<file path="config.mk">
export PLATFORM = sky130hd
export DESIGN_NAME = argmax_sweep_ctrl
export DESIGN_NICKNAME = d
export VERILOG_FILES = /design/src/rtl/caf_sweep_pkg.sv /design/src/rtl/sweep_best_tracker.sv /design/src/rtl/argmax_sweep_ctrl.sv
export SDC_FILE = /design/constraint.sdc
export NUM_CORES = 1
export LEC_CHECK = 0
export ABC_AREA = 1
export BUFFER_PORTS_ARGS = -buffer_cell sky130_fd_sc_hd__buf_4
export CAP_MARGIN = 20
export CORE_UTILIZATION = 45
export DETAILED_ROUTE_END_ITERATION = 10
export GPL_ROUTABILITY_DRIVEN = 0
export PLACE_DENSITY = 0.69
export RECOVER_POWER = 25
export SLEW_MARGIN = 20
export SYNTH_ARGS = -nofsm -noshare
export SYNTH_HDL_FRONTEND = slang
export SYNTH_SLANG_ARGS = --single-unit
</file>
<file path="constraint.sdc">
create_clock -name clk -period 1.81 [get_ports clk]
set_input_delay 0 -clock clk [delete_from_list [all_inputs] [get_ports clk]]
set_output_delay 0 -clock clk [all_outputs]
set_load 0.1 [all_outputs]
</file>
<file path="src/rtl/caf_sweep_pkg.sv">
// Shared definitions for the frequency-sweep arg-max controller: state encoding
// and default sweep geometry.
package caf_sweep_pkg;

  localparam int NUM_BINS_DEF = 8;
  localparam int BIN_BITS_DEF = 3;

  typedef enum logic [1:0] {
    ST_IDLE = 2'b00,
    ST_LOAD = 2'b01,
    ST_RUN  = 2'b10,
    ST_OUT  = 2'b11
  } sweep_state_e;

endpackage

</file>
<file path="src/rtl/sweep_best_tracker.sv">
// Running best-peak register for a sweep: keeps the largest per-bin peak seen,
// with the first bin always taken and ties resolved toward the earlier bin.
module sweep_best_tracker #(
  parameter int BIN_BITS     = 3,
  parameter int INDEX_BITS   = 4,
  parameter int OUT_MAX_BITS = 4
) (
  input  logic                    clk,
  input  logic                    rst_n,
  input  logic                    i_clear,
  input  logic                    i_capture,
  input  logic                    i_first,
  input  logic [BIN_BITS-1:0]     i_bin,
  input  logic [OUT_MAX_BITS-1:0] i_am_max,
  input  logic [INDEX_BITS-1:0]   i_am_index,
  output logic [OUT_MAX_BITS-1:0] o_nxt_max,
  output logic [BIN_BITS-1:0]     o_best_bin,
  output logic [INDEX_BITS-1:0]   o_best_index,
  output logic [OUT_MAX_BITS-1:0] o_best_max
);

  logic [BIN_BITS-1:0]     r_best_bin;
  logic [INDEX_BITS-1:0]   r_best_index;
  logic [OUT_MAX_BITS-1:0] r_best_max;
  logic                    w_take;

  // Strict greater-than keeps the lower bin on ties.
  assign w_take    = i_capture && (i_first || (i_am_max > r_best_max));
  assign o_nxt_max = w_take ? i_am_max : r_best_max;

  always_ff @(posedge clk or negedge rst_n) begin
    if (!rst_n) begin
      r_best_bin   <= '0;
      r_best_index <= '0;
      r_best_max   <= '0;
    end else if (i_clear) begin
      r_best_bin   <= '0;
      r_best_index <= '0;
      r_best_max   <= '0;
    end else if (w_take) begin
      r_best_bin   <= i_bin;
      r_best_index <= i_am_index;
      r_best_max   <= i_am_max;
    end
  end

  assign o_best_bin   = r_best_bin;
  assign o_best_index = r_best_index;
  assign o_best_max   = r_best_max;

endmodule

</file>
<file path="src/rtl/argmax_sweep_ctrl.sv">
// Steps a frequency shifter through NUM_BINS bins, collects one arg-max result
// per bin and reports the overall peak. Define ARGMAX_SWEEP_THRESH_EN to add the
// thresh input and registered res_detect output.
//
// state | meaning
// IDLE  | waiting for start
// LOAD  | freq_load pulse, shifter retunes to freq_bin
// RUN   | am_ready high, waiting for the arg-max result of this bin
// OUT   | res_valid high, holding result until res_ready
module argmax_sweep_ctrl
  import caf_sweep_pkg::*;
#(
  parameter int NUM_BINS     = NUM_BINS_DEF,
  parameter int BIN_BITS     = BIN_BITS_DEF,
  parameter int INDEX_BITS   = 4,
  parameter int OUT_MAX_BITS = 4
) (
  input  logic                    clk,
  input  logic                    rst_n,
  input  logic                    start,
  output logic                    busy,
  output logic [BIN_BITS-1:0]     freq_bin,
  output logic                    freq_load,
  input  logic                    am_valid,
  input  logic [OUT_MAX_BITS-1:0] am_max,
  input  logic [INDEX_BITS-1:0]   am_index,
  output logic                    am_ready,
`ifdef ARGMAX_SWEEP_THRESH_EN
  input  logic [OUT_MAX_BITS-1:0] thresh,
  output logic                    res_detect,
`endif
  output logic                    res_valid,
  input  logic                    res_ready,
  output logic [BIN_BITS-1:0]     res_bin,
  output logic [INDEX_BITS-1:0]   res_index,
  output logic [OUT_MAX_BITS-1:0] res_max
);

  localparam logic [BIN_BITS-1:0] LAST_BIN = BIN_BITS'(NUM_BINS - 1);

  sweep_state_e            r_state;
  logic [BIN_BITS-1:0]     r_bin;
  logic                    r_busy;
  logic                    r_freq_load;
  logic                    r_am_ready;
  logic                    r_res_valid;
  logic                    w_clear;
  logic                    w_capture;
  logic                    w_last;
  logic [OUT_MAX_BITS-1:0] w_nxt_max;

  assign w_clear   = (r_state == ST_IDLE) && start;
  assign w_capture = (r_state == ST_RUN) && am_valid;
  assign w_last    = (r_bin == LAST_BIN);

  sweep_best_tracker #(
    .BIN_BITS     (BIN_BITS),
    .INDEX_BITS   (INDEX_BITS),
    .OUT_MAX_BITS (OUT_MAX_BITS)
  ) u_best (
    .clk          (clk),
    .rst_n        (rst_n),
    .i_clear      (w_clear),
    .i_capture    (w_capture),
    .i_first      (r_bin == '0),
    .i_bin        (r_bin),
    .i_am_max     (am_max),
    .i_am_index   (am_index),
    .o_nxt_max    (w_nxt_max),
    .o_best_bin   (res_bin),
    .o_best_index (res_index),
    .o_best_max   (res_max)
  );

  always_ff @(posedge clk or negedge rst_n) begin
    if (!rst_n) begin
      r_state     <= ST_IDLE;
      r_bin       <= '0;
      r_busy      <= 1'b0;
      r_freq_load <= 1'b0;
      r_am_ready  <= 1'b0;
      r_res_valid <= 1'b0;
    end else begin
      r_freq_load <= 1'b0;
      unique case (r_state)
        ST_IDLE: begin
          if (start) begin
            r_state     <= ST_LOAD;
            r_bin       <= '0;
            r_busy      <= 1'b1;
            r_freq_load <= 1'b1;
          end
        end
        ST_LOAD: begin
          r_state    <= ST_RUN;
          r_am_ready <= 1'b1;
        end
        ST_RUN: begin
          if (am_valid) begin
            r_am_ready <= 1'b0;
            if (w_last) begin
              r_state     <= ST_OUT;
              r_res_valid <= 1'b1;
            end else begin
              r_state     <= ST_LOAD;
              r_bin       <= r_bin + BIN_BITS'(1);
              r_freq_load <= 1'b1;
            end
          end
        end
        ST_OUT: begin
          if (res_ready) begin
            r_state     <= ST_IDLE;
            r_busy      <= 1'b0;
            r_res_valid <= 1'b0;
          end
        end
        default: r_state <= ST_IDLE;
      endcase
    end
  end

`ifdef ARGMAX_SWEEP_THRESH_EN
  logic r_res_detect;

  // Evaluated on the final capture so it lands together with res_valid.
  always_ff @(posedge clk or negedge rst_n) begin
    if (!rst_n) begin
      r_res_detect <= 1'b0;
    end else if (w_capture && w_last) begin
      r_res_detect <= (w_nxt_max >= thresh);
    end
  end

  assign res_detect = r_res_detect;
`endif

  assign busy      = r_busy;
  assign freq_bin  = r_bin;
  assign freq_load = r_freq_load;
  assign am_ready  = r_am_ready;
  assign res_valid = r_res_valid;

endmodule

</file>
==> summary.md <==
| Metric | Value |
|---|---|
| H-tree depth | `1` |
| Reg2reg setup slack | `180 ps` |
| Max Freq | `around 610 MHz` |
| Fin Clk Skew | `3.48 ps` |
| Cts bufs inserted | `3` |
| Mean post-synth cell area | `8.58 um2` |
| Hold WC Path Type | `in2reg` |
| I/O Buffers | `30` |
| Worst setup EP type | `register` |
| Critical path fanouts, max | `11` |
| Worst-skew pair later-pin latency | `300 ps` |
| Die Wd | `49.2 um` |
| All-Layer GR Usage | `0.234` |
| Final period util | `0.899` |
| Mapped Area | `1000 um2` |
| Fillers | `about 160` |
| Unique masters post-synth | `18` |
| Yosys reg bits | `20` |
| HP Start | `res_ready` |
| Hold Violations, Final | `0` |
| Final Max Slew Viols | `0` |
| Nets | `181` |
| Hold path endpoint | `busy` |
| Die area | `about 2400 um2` |
| Num Clock Sinks | `20` |
| Via count | `959` |
| Clk buf depth | `2` |
| Syn Nets | `137` |
| Seq/Total Area, Yosys | `0.499` |
| DRT Pass-1 Iters | `4` |
| Post-synthesis cell count | `roughly 120` |
| Relative slew slack | `0.278` |
| WP data required | `approximately 2000 ps` |
| WL final | `between 2000 and 2500 um` |
| Total grt overflow | `0` |
| First-pass GRT wire length | `between 4000 and 5000 um` |
| Clock period minus worst slack | `1630 ps` |
| Worst Hold Depth | `4` |
| Antenna viol nets, final | `0` |
| Vias per cell | `5.13` |
| Critical R2R Capture | `u_best.o_best_max[2]` |
| Setup bufs post-CTS | `0` |
| Core ar. | `2020 um2` |
| Finished Core Util | `0.695` |
| # IOs | `31` |
| Largest net degree at the start of global routing | `21` |
| Max_cap viols | `0` |
| Share of layout cells above drive strength 1 | `0.294` |
| CP Launch Type | `register` |
| Initial antenna violation count | `0` |
| Row cnt | `16` |
| Actual slew at the worst max-slew pin | `1080 ps` |
| Yosys warns | `0` |
| Vias in the first global route | `964` |
| Crit path DAT | `approximately 1800 ps` |
| DRC | `0` |
| Starting Density | `0.496` |
| Hpwl dp | `1580 um` |
| RSZ-0062 raised after global routing | `false` |
| Initial DRC Count | `19` |
| Final setup fails | `0` |
| Drt wl/cell | `13.0 um` |
| CTS tree | `built` |
| Sequential cell area | `about 500 um2` |
| Clock root cell | `clkbuf_4` |
| Crit Path Category | `reg2reg` |
| Path depth of the worst reg2reg path | `11` |
| Worst R2R Start | `u_best.o_best_max[3]` |
| Status | `complete, no violations` |
| Total negative slack | `0 ps` |
| Inserted Diodes | `0` |
| Worst-path clk slew | `roughly 110 ps` |
| Die Height | `49.2 um` |
| Crit path launch | `u_best.o_best_max[3]` |
| Area grow syn2layout | `40.0%` |
| Multi-input gate area | `428 um2` |
==> cell families (layout without fill, tap and decap cells) <==
group | count (synthesis) | count (layout) | share of synthesized area
and+or+nand+nor | 62 | 62 | 0.288
DFF | 20 | 20 | 0.499
buffers and inverters | 18 | 61 | 0.0748
AOI/OAI and AO/OA | 10 | 10 | 0.0511
adders and majority gates | 7 | 7 | 0.0873
==> layout by cell type, fill, tap and decap left out <==
cell            n
buf_4          31
nand3_1        28
nand2_1        26
dfrtp_1        14
inv_1          13
dlygate4sd3_1  11
o21ai_0         7
ha_1            7
dfrtp_2         6
clkbuf_4        3
nand2_2         2
nor2_1          2
inv_2           1
or2_4           1
nand2_4         1
a21oi_1         1
o21ai_1         1
nor3_1          1
or2_2           1
a31oi_1         1
clkbuf_8        1
clkbuf_1        1
==> synthesized netlist by cell type <==
cell,n,share of area
buf_2,3,0.015
buf_4,1,0.0075
o21ai_1,1,0.0050
dfrtp_1,20,0.50
or2_2,1,0.0062
a21oi_1,1,0.0050
nor3_1,1,0.0050
nor2_1,2,0.0075
inv_2,1,0.0037
a31oi_1,1,0.0062
inv_1,13,0.049
nand2_2,2,0.012
o21ai_0,7,0.035
nand2_1,26,0.097
ha_1,7,0.087
nand3_1,28,0.14
nand2_4,1,0.011
or2_4,1,0.0087
==> flip-flops by register name, summed over array words and instances, names as in the netlist <==
register / count
freq_bin: 3
am_ready: 1
u_best.o_best_bin: 3
u_best.o_best_index: 4
busy: 1
r_state: 2
freq_load: 1
u_best.o_best_max: 4
res_valid: 1
==> per-layer routing <==
layer	wire, um	up-vias	track usage
met5	0	-	0
met4	22	0	0.0735
met3	92	5	0.0374
met2	1300	26	0.434
met1	1010	461	0.271
li1	-	467	-
==> how the worst max path moves through the flow <==
stage	depth (start not counted)	end	slack, ps
2_1_floorplan	12	u_best.o_best_bin[0]	9
3_3_place_gp	11	u_best.o_best_index[0]	260
3_5_place_dp	11	u_best.o_best_max[2]	200
4_1_cts	11	u_best.o_best_max[2]	190
5_1_grt	11	u_best.o_best_index[1]	0.5
6_report	11	u_best.o_best_max[2]	180
==> cell type report <==
cell class | instances | area share
Inverter | 14 | 0.0374
Timing Repair Buffer | 43 | 0.247
Sequential cell | 20 | 0.362
Clock buffer | 4 | 0.0258
Tap cell | 27 | 0.0240
Multi-Input combinational cell | 79 | 0.305
==> critical path, cell delays in order, from the launching register on <==
cell     delay [ps]
dfrtp_2         390
inv_1            50
ha_1            280
nand2_1          50
inv_1            60
nand2_1          50
nand2_1          50
nand2_1          40
nand2_1          70
nand2_1         250
nand3_1         170
nand2_1          70
==> per-stage QoR <==
step | setup slack [ps] | instance area (um2) | instances | hold WS [ps]
floorplan | 8.65 | 1010 | 117 | -296
global placement | 256 | 1260 | 172 | -107
detailed placement | 203 | 1260 | 172 | -103
CTS | 190 | 1410 | 187 | 3.45
global route | 0.513 | 1410 | 187 | 29.0
finish | 183 | 1410 | 187 | 6.75
==> what timing repair did <==
action / in CTS / in global routing
hold buffers: 11 / 0
gates resized for setup: 0 / 0
endpoints found under the hold margin: 31 / 0
Power is left out: the tool's default activity adds up to more than one toggle a clock period on the data nets, which glitch-free logic cannot reach.
